## src/rtl/updown_counter.sv

```systemverilog
// rtl/updown_counter.sv - parametrised up/down counter with terminal count, load/clear, wrap/saturate and boundary pulses
module updown_counter #(
   parameter int REGISTER_SIZE = 4,
   parameter int MAX_COUNT     = 2**REGISTER_SIZE - 1,
   parameter bit SATURATE      = 1'b0
) (
   input  logic                     control_clock,
   input  logic                     reset,
   input  logic                     clear,
   input  logic                     load,
   input  logic [REGISTER_SIZE-1:0] load_value,
   input  logic                     enable,
   input  logic                     up_down,
   output logic [REGISTER_SIZE-1:0] counter_out,
   output logic                     overflow_flag,
   output logic                     underflow_flag,
   output logic                     at_max,
   output logic                     at_zero
);

   localparam logic [REGISTER_SIZE-1:0] C_MAX  = REGISTER_SIZE'(MAX_COUNT);
   localparam logic [REGISTER_SIZE-1:0] C_ZERO = '0;
   localparam logic [REGISTER_SIZE-1:0] C_ONE  = REGISTER_SIZE'(1);

   logic [REGISTER_SIZE-1:0] r_count;
   logic                     r_overflow;
   logic                     r_underflow;

   logic [REGISTER_SIZE-1:0] w_load_clamped;
   logic [REGISTER_SIZE-1:0] w_count_next;
   logic                     w_overflow_next;
   logic                     w_underflow_next;
   logic                     w_at_max;
   logic                     w_at_zero;

   assign w_at_max       = (r_count == C_MAX);
   assign w_at_zero      = (r_count == C_ZERO);
   // Out-of-range load values are pinned to the terminal count so the
   // counter can never sit above MAX_COUNT.
   assign w_load_clamped = (load_value > C_MAX) ? C_MAX : load_value;

   // Next-state selection: clear beats load beats enable; flags drop on any
   // edge that is not itself a boundary event.
   always_comb begin
      w_count_next     = r_count;
      w_overflow_next  = 1'b0;
      w_underflow_next = 1'b0;
      if (clear) begin
         w_count_next = C_ZERO;
      end else if (load) begin
         w_count_next = w_load_clamped;
      end else if (enable) begin
         if (up_down) begin
            if (w_at_max) begin
               w_overflow_next = 1'b1;
               w_count_next    = SATURATE ? r_count : C_ZERO;
            end else begin
               w_count_next = r_count + C_ONE;
            end
         end else begin
            if (w_at_zero) begin
               w_underflow_next = 1'b1;
               w_count_next     = SATURATE ? r_count : C_MAX;
            end else begin
               w_count_next = r_count - C_ONE;
            end
         end
      end
   end

   // Count and boundary-pulse registers, cleared asynchronously by reset.
   always_ff @(posedge control_clock or negedge reset) begin
      if (!reset) begin
         r_count     <= C_ZERO;
         r_overflow  <= 1'b0;
         r_underflow <= 1'b0;
      end else begin
         r_count     <= w_count_next;
         r_overflow  <= w_overflow_next;
         r_underflow <= w_underflow_next;
      end
   end

   assign counter_out    = r_count;
   assign overflow_flag  = r_overflow;
   assign underflow_flag = r_underflow;
   assign at_max         = w_at_max;
   assign at_zero        = w_at_zero;

endmodule
```

## config.mk

```make
export PLATFORM = sky130hd
export DESIGN_NAME = updown_counter
export DESIGN_NICKNAME = d
export VERILOG_FILES = /design/src/rtl/updown_counter.sv
export SDC_FILE = /design/constraint.sdc
export NUM_CORES = 1
export LEC_CHECK = 0
export BUFFER_PORTS_ARGS = -buffer_cell sky130_fd_sc_hd__buf_4
export CELL_PAD_IN_SITES_DETAIL_PLACEMENT = 2
export CELL_PAD_IN_SITES_GLOBAL_PLACEMENT = 2
export CORE_MARGIN = 2
export CORE_UTILIZATION = 24
export CTS_CLUSTER_DIAMETER = 80
export DETAILED_ROUTE_END_ITERATION = 12
export GPL_ROUTABILITY_DRIVEN = 0
export PLACE_DENSITY_LB_ADDON = 0.1
export SYNTH_ARGS = -nofsm -noshare
export SYNTH_HDL_FRONTEND = slang
export SYNTH_SLANG_ARGS = --single-unit
```

## constraint.sdc

```tcl
create_clock -name control_clock -period 1.8 [get_ports control_clock]
set_input_delay 0.09 -clock control_clock [delete_from_list [all_inputs] [get_ports control_clock]]
set_output_delay 0.09 -clock control_clock [all_outputs]
set_load 0.01 [all_outputs]
```

==> out/results.txt <==
H-tree depth -> 1
Die H -> 46.8 um
Share of power burned in combinational logic -> 28.4%
Met1 GRT Util -> 20.7%
IO Port Bufs -> 17
Gr usage total -> 13.7%
Pint -> 0.000274 W
Non-filler cells, final -> 96
Flops & latches, synth -> 6
Sw Pwr -> 0.000119 W
Core box area -> 1730 um^2
Clock Sinks -> 6
Slew headroom -> 76.8%
Fin crit share -> 88.6%
Startpoint Class -> register
Share of the synthesized area in the top cell type -> 34.2%
Synth Area in Simple Gates -> 17.7%
Setup TNS -> 0 ns
Initial Util -> 25.4%
Post-Synth Adder-Cell Area -> 8.55%
Mux contribution to synthesized area -> 4.84%
Dpl hpwl -> 981 um
WL per Instance -> 12.7 um
Max Cap Violations -> 0
Initial antenna violation count -> 0
Worst IR Drop VDD -> 0.000370 V
Io pins -> 18
Minimum clock period -> 1.60 ns
Violation count after the first detailed-route iteration -> 4
Sw frac -> 30.2%
Clock root buffer -> clkbuf_4
Gr busiest metal -> met1
Pwr Density -> 629 nW/um^2
Clk_lat worst skew -> 0.25 ns
Leakage -> 0.315 nW
Hold WC Path Type -> in2reg
Final slew viol count -> 0
Drt drc -> 0
Main combinational cell family by area after synthesis -> compound AO/OA/AOI/OAI gates
Worst Skew -> 0.00440 ns
Remaining Overflow, GRT -> 0
Diode count -> 0
Synthesized area -> 439 um^2
Post-synthesis sequential area ratio -> 34.2%
CP arrival -> 1.77 ns
Leading post-synthesis cells by cell area -> dfrtp_1 34%, ha_1 8.5%, a21oi_1 8.0%
Xor/xnor share of the synthesized area -> 3.99%
Commonest non-fill, non-tap cells in the layout -> 17 x buf_4, 7 x a21oi_1, 6 x dfrtp_1
Die Footprint -> 2190 um^2
Synth warn -> 0
Number of global-route vias before repair -> 417
Post-synthesis cell type count -> 24
Global-route wire length before repair -> 2050 um
F_max -> 627 MHz
Critical path type -> reg2reg
P&R area growth vs syn -> 42.2%
Clock transition at path regs -> 0.05 ns
Critical Path RT -> 1.97 ns
Syn avg cell area -> 8.45 um^2
Final Setup Violations -> 0
Largest net degree at the start of global routing -> 9
Global Route met3 Usage -> 1.15%
DR vias/cell -> 4.57
Biggest area consumer among synthesized cells -> dfrtp_1
CTS tree -> yes
Status -> completed
Drt pass-1 iters -> 3
Layout cells sized above 1 -> 32.4%
Final hold viol count -> 0
Post-route ant nets -> 0
Max Fanout on Critical Path -> 6
Synthesized Nets -> 65
Power share of the sequential group -> 39.4%
Clk pwr share -> 32.2%
Post-CTS Setup Inserts -> 0
Post-Synthesis Cells -> 52
Die width -> 46.8 um
Final net count -> 86
Worst slew pin tran -> 0.347 ns
Clk buf depth -> 2
# rows -> 15
Commonest non-fill, non-tap cell in the layout -> buf_4
DP Cell Count -> 92
TritonCTS Buffers -> 3
CP Capture Type -> register
DRT Wirelength -> 1220 um
RSZ-0062 raised after global routing -> false
Synth Area in Compound Gates -> 23.9%
Via count -> 439
Met2 Use GR -> 17.8%
## state kept, by name (all words and copies together), names as in the netlist
signal and cells:
underflow_flag 1, counter_out 4, overflow_flag 1
## cell families (layout without fill, tap and decap cells)
kind of cell | count (synthesis) | after routing
xor+xnor | 2 | 2
flops | 6 | 6
simple gates | 16 | 16
buf+inv | 8 | 27
fa+ha+maj | 3 | 3
compound gates | 15 | 15
mux | 2 | 2
## timing repair
| item | CTS | global route |
|---|---|---|
| endpoints found under the hold margin | 6 | 0 |
| endpoints found under the setup margin | 0 | 1 |
| gates resized for setup | 0 | 1 |
| hold buffers | 1 | 0 |
## area by class of cell
| type | count | area, um^2 |
|---|---|---|
| inverter | 6 | 22.5 |
| clock buffer | 3 | 22.5 |
| tap | 25 | 31.3 |
| fill | 209 | 1100 |
| multi-input combinational | 38 | 260 |
| timing repair buffer | 18 | 138 |
| sequential | 6 | 150 |
## critical path, cell delays in order, from the launching register on
cell and delay, ns:
dfrtp_1 0.44, inv_1 0.14, ha_1 0.19, nand2b_1 0.08
a2111oi_1 0.36, o21ai_0 0.15, a21oi_1 0.14
## cell usage after synthesis
cell type	instances
a21oi_1	7
dfrtp_1	6
inv_1	5
nand2_1	5
nor2_1	5
ha_1	3
clkbuf_1	2
o21ai_0	2
xor2_1	2
a2111oi_0	1
a21bo_1	1
a311o_1	1
a41oi_2	1
and3_1	1
and4_1	1
inv_2	1
mux2_2	1
mux2i_1	1
nand2b_1	1
nand3_1	1
nor2b_1	1
o21bai_1	1
o31ai_1	1
or4_1	1
## through the flow
stage | util (%) | power (W) | cell area, um^2 | setup slack [ns] | hold WS (ns)
floorplan | - | 0.000215 | 439 | 0.341 | -0.206
global placement | 34.2 | 0.000268 | 591 | 0.153 | -0.0917
detailed placement | 34.2 | 0.000268 | 591 | 0.138 | -0.0945
CTS | 36.1 | 0.000401 | 623 | 0.103 | 0.0271
global route | 36.2 | 0.000424 | 624 | 0.0570 | 0.0399
finish | 36.2 | 0.000393 | 624 | 0.204 | 0.0322
## routing by layer
layer,vias to the layer above,part of all wire [%]
met5,-,0
met4,0,2.8
met3,5,3.2
met2,13,44
met1,200,50
li1,221,-
## power groups by stage
stage | Combinational (W) | Clock (W) | Sequential (W)
after floorplan | 0.0000579 | 0 | 0.000158
after global placement | 0.000112 | 0 | 0.000156
after detailed placement | 0.000111 | 0 | 0.000157
after CTS | 0.000114 | 0.000133 | 0.000155
after global routing | 0.000127 | 0.000140 | 0.000157
final | 0.000112 | 0.000127 | 0.000155
## worst paths after layout
| check | cells after the start | from | slack, ns | to |
|---|---|---|---|---|
| min in group asynchronous | 2 | reset | 0.18 | counter_out[3] |
| min reg2reg | 3 | counter_out[2] | 0.65 | underflow_flag |
| max reg2reg | 6 | counter_out[1] | 0.20 | counter_out[2] |
| max | 6 | counter_out[1] | 0.20 | counter_out[2] |
| max in group asynchronous | 2 | reset | 1.49 | overflow_flag |
| min | 2 | clear | 0.03 | counter_out[0] |
No activity file was read; power rests on OpenSTA's default activity.
